### src/rtl/sync_fork_pkg.sv
// Shared types for the clocked 4-phase fork/merge handshake stages.
// FSM state encoding is fixed so the merge stage can reuse it.
package sync_fork_pkg;

   typedef enum logic [1:0] {
      IDLE = 2'd0,
      REQ  = 2'd1,
      ACK  = 2'd2,
      REL  = 2'd3
   } state_t;

   localparam int MIN_SYNC_STAGES = 2;

   // States in which the FSM is blocked on the consumers' acknowledges
   function automatic logic is_waiting(input state_t s);
      return (s == REQ) || (s == REL);
   endfunction

endpackage

### src/rtl/sync_fork_nffsync.sv
// N-flop synchroniser bringing an asynchronous level into the clk domain.
module nffsync #(
   parameter int SYNC_STAGES = 2
) (
   input  logic clk,
   input  logic reset_n,
   input  logic in,
   output logic out_r
);

   logic [SYNC_STAGES-1:0] sr;

   always_ff @(posedge clk or negedge reset_n) begin
      if (!reset_n) sr <= '0;
      else          sr <= {sr[SYNC_STAGES-2:0], in};
   end

   assign out_r = sr[SYNC_STAGES-1];

endmodule

### src/rtl/sync_fork.sv
// Clocked 4-phase fork: one requester fanned out to two consumers, completing on both acks.
// Optional watchdog (sticky err) is compiled in with SYNC_FORK_TIMEOUT_EN.
module sync_fork
   import sync_fork_pkg::*;
#(
   parameter int SYNC_STAGES    = 2,
   parameter int TIMEOUT_CYCLES = 1024,
   parameter int TIMEOUT_W      = 11
) (
   input  logic clk,
   input  logic reset_n,
   input  logic r0,
   output logic a0,
   output logic r1,
   input  logic a1,
   output logic r2,
   input  logic a2,
   output logic r0_r,
   output logic a1_r,
   output logic a2_r,
   output logic busy,
   output logic err
);

   if (SYNC_STAGES < MIN_SYNC_STAGES) begin : g_bad_sync
      $error("sync_fork: SYNC_STAGES must be >= 2");
   end
   if ((2 ** TIMEOUT_W) <= TIMEOUT_CYCLES) begin : g_bad_tmo
      $error("sync_fork: TIMEOUT_W too narrow for TIMEOUT_CYCLES");
   end

   nffsync #(.SYNC_STAGES(SYNC_STAGES)) u_sync_r0 (.clk(clk), .reset_n(reset_n), .in(r0), .out_r(r0_r));
   nffsync #(.SYNC_STAGES(SYNC_STAGES)) u_sync_a1 (.clk(clk), .reset_n(reset_n), .in(a1), .out_r(a1_r));
   nffsync #(.SYNC_STAGES(SYNC_STAGES)) u_sync_a2 (.clk(clk), .reset_n(reset_n), .in(a2), .out_r(a2_r));

   state_t state;
   logic   advance;

   // Leaving the current state this edge; the join needs both acks in the same sample
   always_comb begin
      advance = 1'b0;
      case (state)
         IDLE: advance = r0_r;
         REQ:  advance = a1_r & a2_r;
         ACK:  advance = ~r0_r;
         REL:  advance = ~a1_r & ~a2_r;
         default: advance = 1'b0;
      endcase
   end

   // Outputs are loaded together with the next state so they never decode glitches
   always_ff @(posedge clk or negedge reset_n) begin
      if (!reset_n) begin
         state <= IDLE;
         r1    <= 1'b0;
         r2    <= 1'b0;
         a0    <= 1'b0;
         busy  <= 1'b0;
      end else if (advance) begin
         case (state)
            IDLE: begin
               state <= REQ;
               r1    <= 1'b1;
               r2    <= 1'b1;
               busy  <= 1'b1;
            end
            REQ: begin
               state <= ACK;
               a0    <= 1'b1;
            end
            ACK: begin
               state <= REL;
               r1    <= 1'b0;
               r2    <= 1'b0;
            end
            default: begin
               state <= IDLE;
               a0    <= 1'b0;
               busy  <= 1'b0;
            end
         endcase
      end
   end

`ifdef SYNC_FORK_TIMEOUT_EN
   localparam logic [TIMEOUT_W-1:0] TMO_LAST = TIMEOUT_W'(TIMEOUT_CYCLES - 1);

   logic [TIMEOUT_W-1:0] cnt;

   // Watchdog only flags the stall; the handshake is left to finish on its own
   always_ff @(posedge clk or negedge reset_n) begin
      if (!reset_n) begin
         cnt <= '0;
         err <= 1'b0;
      end else if (advance || !is_waiting(state)) begin
         cnt <= '0;
      end else if (cnt == TMO_LAST) begin
         err <= 1'b1;
      end else begin
         cnt <= cnt + 1'b1;
      end
   end
`else
   assign err = 1'b0;
`endif

endmodule
### config.mk
export PLATFORM = sky130hd
export DESIGN_NAME = sync_fork
export DESIGN_NICKNAME = d
export VERILOG_FILES = /design/src/rtl/sync_fork_pkg.sv /design/src/rtl/sync_fork_nffsync.sv /design/src/rtl/sync_fork.sv
export SDC_FILE = /design/constraint.sdc
export NUM_CORES = 1
export LEC_CHECK = 0
export ABC_CLOCK_PERIOD_IN_PS = 2300
export CAP_MARGIN = 20
export CORE_AREA = 2 2 39 41
export CTS_CLUSTER_SIZE = 20
export DETAILED_ROUTE_END_ITERATION = 8
export DIE_AREA = 0 0 41 43
export PLACE_DENSITY = 0.68
export SLEW_MARGIN = 20
export SYNTH_ARGS = -nofsm -noshare
export SYNTH_HDL_FRONTEND = slang
export SYNTH_SLANG_ARGS = --single-unit
### constraint.sdc
create_clock -name clk -period 2.3 [get_ports clk]
set_input_delay 0.345 -clock clk [delete_from_list [all_inputs] [get_ports clk]]
set_output_delay 0.345 -clock clk [all_outputs]
set_load 0.02 [all_outputs]
Yosys cells after proc, flatten, opt, wreduce, memory -nomap -nowiden
Cells that the tools add are included.
Operators by class
  equality and inequality tests: 3
  muxes and demuxes: 5
  bitwise gates (word level): 7
  reductions and logical operators: 7
Operators by type and width (number)
  $pmux W1 S2: 3
  $pmux W2 S3: 1
  $reduce_and A2 Y1: 3
  $not A1 Y1: 5
  $eq A2 B2 Y1 const B: 2
  $pmux W1 S4: 1
  $reduce_or A2 Y1: 2
  $and A1 B1 Y1: 2
  $eq A2 B1 Y1 const B: 1
  $logic_not A2 Y1: 1
  $reduce_bool A2 Y1: 1
Storage, ports and cells
  register bits: 11
  bits of input ports: 5
  logic and storage cells: 29

Depth between registers and ports, before layout
  word-level depth: 4
  mapped depth: 6
  depth with buffers taken out: 5

Hierarchy
Synthesis repeated with hierarchy kept, for this count alone.
Second synthesis, totals
  cell total of the unflattened synthesis: 51
  area total of the unflattened synthesis: 558.0 sq um
By module, submodules not included
  sync_fork: instances 1, cells an instance 45, area each 407.9 sq um
  nffsync: instances 3, cells an instance 2, area each 50.0 sq um

Least setup slack after synthesis
Ideal clock, no wire load.
  kind: register -> register
  start: register state[0]
  end: register a0
  arrival: 1522 ps
  data required time: 2172 ps
  slack: 651 ps
  cell stages (with the launch flop): 6
  path buffers: 1
  path through: dfrtp_1 > ha_1 > or3b_1 > buf_2 > a211oi_2 > mux2_1
On the way
  cells in the longest elaborated chain, start to end: 4
RTL lines
  from (decl): line sync_fork.sv:36  | state_t state;
  from (signal assigned): line sync_fork.sv:54  | state <= IDLE;
  from (signal assigned): line sync_fork.sv:62  | state <= REQ;
  from (signal assigned): line sync_fork.sv:68  | state <= ACK;
  parallel branches: the longest is 4 deep, another holds $pmux W1 S4
  to (signal assigned): line sync_fork.sv:57  | a0 <= 1'b0;
  to (signal assigned): line sync_fork.sv:69  | a0 <= 1'b1;
  to (signal assigned): line sync_fork.sv:78  | a0 <= 1'b0;
  to (decl): line sync_fork.sv:13  | output logic a0,
Several ways; the timed one is not identified.
A chain may end at the register's enable or synchronous reset.

Worst setup path in the final report
  start: register u_sync_r0.sr[1]
  end: output r0_r
RTL lines
  from (decl): line sync_fork_nffsync.sv:11  | logic [SYNC_STAGES-1:0] sr;
  from (signal assigned): line sync_fork_nffsync.sv:15  | else sr <= {sr[SYNC_STAGES-2:0], in};
  to (decl): line sync_fork.sv:18  | output logic r0_r,
No word-level cell between the ends.

==> metrics.yaml <==
status:
  outcome: "finished clean"
yosys:
  synth_cell_type_count: 25
  synth_nets: 59
  synthSimpleGateAreaFrac_pct: 13.1
  syn-cell-area_sq_um: 544
  synth_top_family_by_area: "compound AO/OA/AOI/OAI gates"
  ys_seq_area_share_pct: 50.6
  yosysTopAreaCell: "dfrtp_1"
  synth_area_leaders: "dfrtp_1 51%, ha_1 11%, a31oi_1 3.4%"
  synthAdderAreaFrac_pct: 11.5
  synthCells: 49
  post_synth.cell_area_avg_sq_um: 11.1
  muxShareOfSynthArea_pct: 2.07
  synth_xor_area_share_pct: 0
  ys_ff_latch: 11
  synth-compound-area-share_pct: 14.9
  synth_top_area_share_pct: 50.6
  yosys_warnings: 0
sta:
  fin_crit_ps: 1790
  period_share_pct: 77.7
  max_clock_freq_mhz: 559
  setup-tns-final_ps: 0
  fin_skew_ps: 3.32
  setup_viol: 0
  slew_violations: 0
  setup_slack_ps: 512
  hold_viol_final: 0
  rsz0062_at_grt: "false"
global_route:
  first_global_vias: 365
  grt_max_degree: 12
  grt_pass1_wl_mm: 1.46
  antenna_found_initial: 0
  grt_usage_pct: 13.0
  overflow: 0
setup_path:
  r2r-start: "state[0]$_DFFE_PN0P_"
  path_max_fanout: 11
  r2r_slack_ps: 570
  critical_path_class: "flip-flop to output port"
  crit_slowest_cell: "clkdlybuf4s50_1"
  critPathLaunch: "u_sync_r0.sr[1]$_DFF_PN0_"
  slowest_delay_ps: 670
  cp_cell_sequence: "clkdlybuf4s50_1"
  rr_endpoint: "a0$_DFFE_PN0P_"
  endpoint: "r0_r"
  worstPathRequired_ps: 1960
  ff2ff_path_depth: 4
  crit_cells: 1
  crit_family: "buffers and inverters"
  crit_arrival_ps: 1440
  crit_buf_inv: 1
  start_kind: "flip-flop"
  worstSetupEndpointType: "output port"
clocking:
  postCtsSetupBuffers: 0
  cts.sinks: 11
  clkLatencyLatePin_ps: 270
  cts_root_buf: "clkbuf_4"
  cts_made_buffers: 3
  cts_tree: "done"
  htree_num_levels: 1
  hold_buffers: 0
  clkTransAtPathRegs_ps: 70
  clockBufferDepth: 2
  cts_resized: 0
placement:
  globalplace.congestion: 0.799
  hpwl_um: 653
  io_buffers: 11
  place_area_sq_um: 647
  pre_cts_slack_ps: 593
  dp_cells: 71
cells_and_area:
  syn_to_final_growth_pct: 23.7
  regArea_sq_um: 275
  fin_area_sq_um: 673
  mostFrequentLayoutCells: "11 x dfrtp_1, 11 x clkdlybuf4s50_1, 5 x ha_1"
  drive_gt1_share_pct: 6.78
  multi_input_area_sq_um: 230
  diodes: 0
  fillCellCount: 128
  final_cells: 75
  finish.utilization_pct: 48.6
  fin_nets: 70
detailed_routing:
  via_per_inst: 5.07
  avgRoutedWirePerCell_um: 11.7
  antenna_left: 0
  detail_route.iter0.violations: 10
  drc: 0
  drtPass1Iterations: 4
  routed_wl_um: 878
  vias: 380
pwr:
  power_frac_comb_pct: 49.3
  leakagePower_nw: 0.298
  pwr-share-clk_pct: 15.9
  pwr-share-seq_pct: 34.9
  ir_drop_mv: 0.490
  power_density_mw_per_mm2: 1220
  switching_share_pct: 39.0
  power.internal_uw: 501
  switchingPower_uw: 321
floorplan:
  die_y_um: 43
  die_w_um: 41
  core_area_sq_mm: 0.00138
  die-area_sq_mm: 0.00176
  start_util_pct: 39.3
  io_pins: 13
  rows: 14
worst_hold_path:
  min_path_type: "flip-flop to flip-flop"
run:
  max-cap-violations: 0
==> cell type report <==
type                    instances  area share (%)
inverters                       3            1.67
clock buffers                   4            3.90
flip-flops and latches         11            40.9
repair buffers                 11            16.4
well taps                      16            2.97
multi-input cells              30            34.2
==> power groups by stage <==
stage | sequential, mW | clock, mW | combinational (mW)
floorplan | 0.318 | 0 | 0.257
global route | 0.298 | 0.146 | 0.449
detailed placement | 0.290 | 0 | 0.407
CTS | 0.287 | 0.136 | 0.408
finish | 0.287 | 0.131 | 0.405
global placement | 0.286 | 0 | 0.409
==> sequential cells by signal, summed over array words and instances, names as in the netlist <==
| name | flops |
|---|---|
| busy | 1 |
| r2 | 1 |
| state | 2 |
| u_sync_a1.sr | 2 |
| u_sync_r0.sr | 2 |
| a0 | 1 |
| u_sync_a2.sr | 2 |
==> metal layers <==
metal	track usage, %	vias up	wire length (um)
met5	0	-	0
met4	12.0	0	40
met3	3.14	5	24
met2	16.6	7	417
met1	17.2	180	396
li1	-	188	-
==> Yosys cell counts <==
cell type  number
dfrtp_1        11
ha_1            5
a31oi_1         3
inv_1           3
a21oi_1         2
buf_4           2
clkbuf_1        2
nand2b_1        2
nand3_1         2
nor2b_1         2
a211oi_2        1
a311o_1         1
and3_1          1
and4_1          1
buf_2           1
conb_1          1
mux2_1          1
nand2_1         1
nor2_1          1
nor3_1          1
o211ai_1        1
o21ai_0         1
o311ai_1        1
o31a_1          1
or3b_1          1
==> logic make-up after synthesis <==
kind of cell | after synthesis
simple gates | 12
compound gates | 11
flops | 11
buf+inv | 8
fa+ha+maj | 5
mux | 1
other cells | 1
==> how the worst min path moves through the flow <==
| stage | from | end | slack (ps) | depth (start not counted) |
|---|---|---|---|---|
| 2_1_floorplan | reset_n | a0$_DFFE_PN0P_ | 50 | 0 |
| 3_3_place_gp | u_sync_a2.sr[0]$_DFF_PN0_ | u_sync_a2.sr[1]$_DFF_PN0_ | 330 | 0 |
| 3_5_place_dp | u_sync_a2.sr[0]$_DFF_PN0_ | u_sync_a2.sr[1]$_DFF_PN0_ | 340 | 0 |
| 4_1_cts | u_sync_a2.sr[0]$_DFF_PN0_ | u_sync_a2.sr[1]$_DFF_PN0_ | 350 | 0 |
| 5_1_grt | u_sync_r0.sr[0]$_DFF_PN0_ | u_sync_r0.sr[1]$_DFF_PN0_ | 360 | 0 |
| 6_report | u_sync_a2.sr[0]$_DFF_PN0_ | u_sync_a2.sr[1]$_DFF_PN0_ | 350 | 0 |
==> per-stage QoR <==
| stage | power [mW] | hold WS (ps) |
|---|---|---|
| 5_1_grt | 0.893 | 357 |
| 3_5_place_dp | 0.697 | 336 |
| 4_1_cts | 0.832 | 351 |
| 6_report | 0.822 | 348 |
| 3_3_place_gp | 0.695 | 332 |
| 2_1_floorplan | 0.575 | 49.4 |
Note: power is estimated with default switching activity, not from simulation.
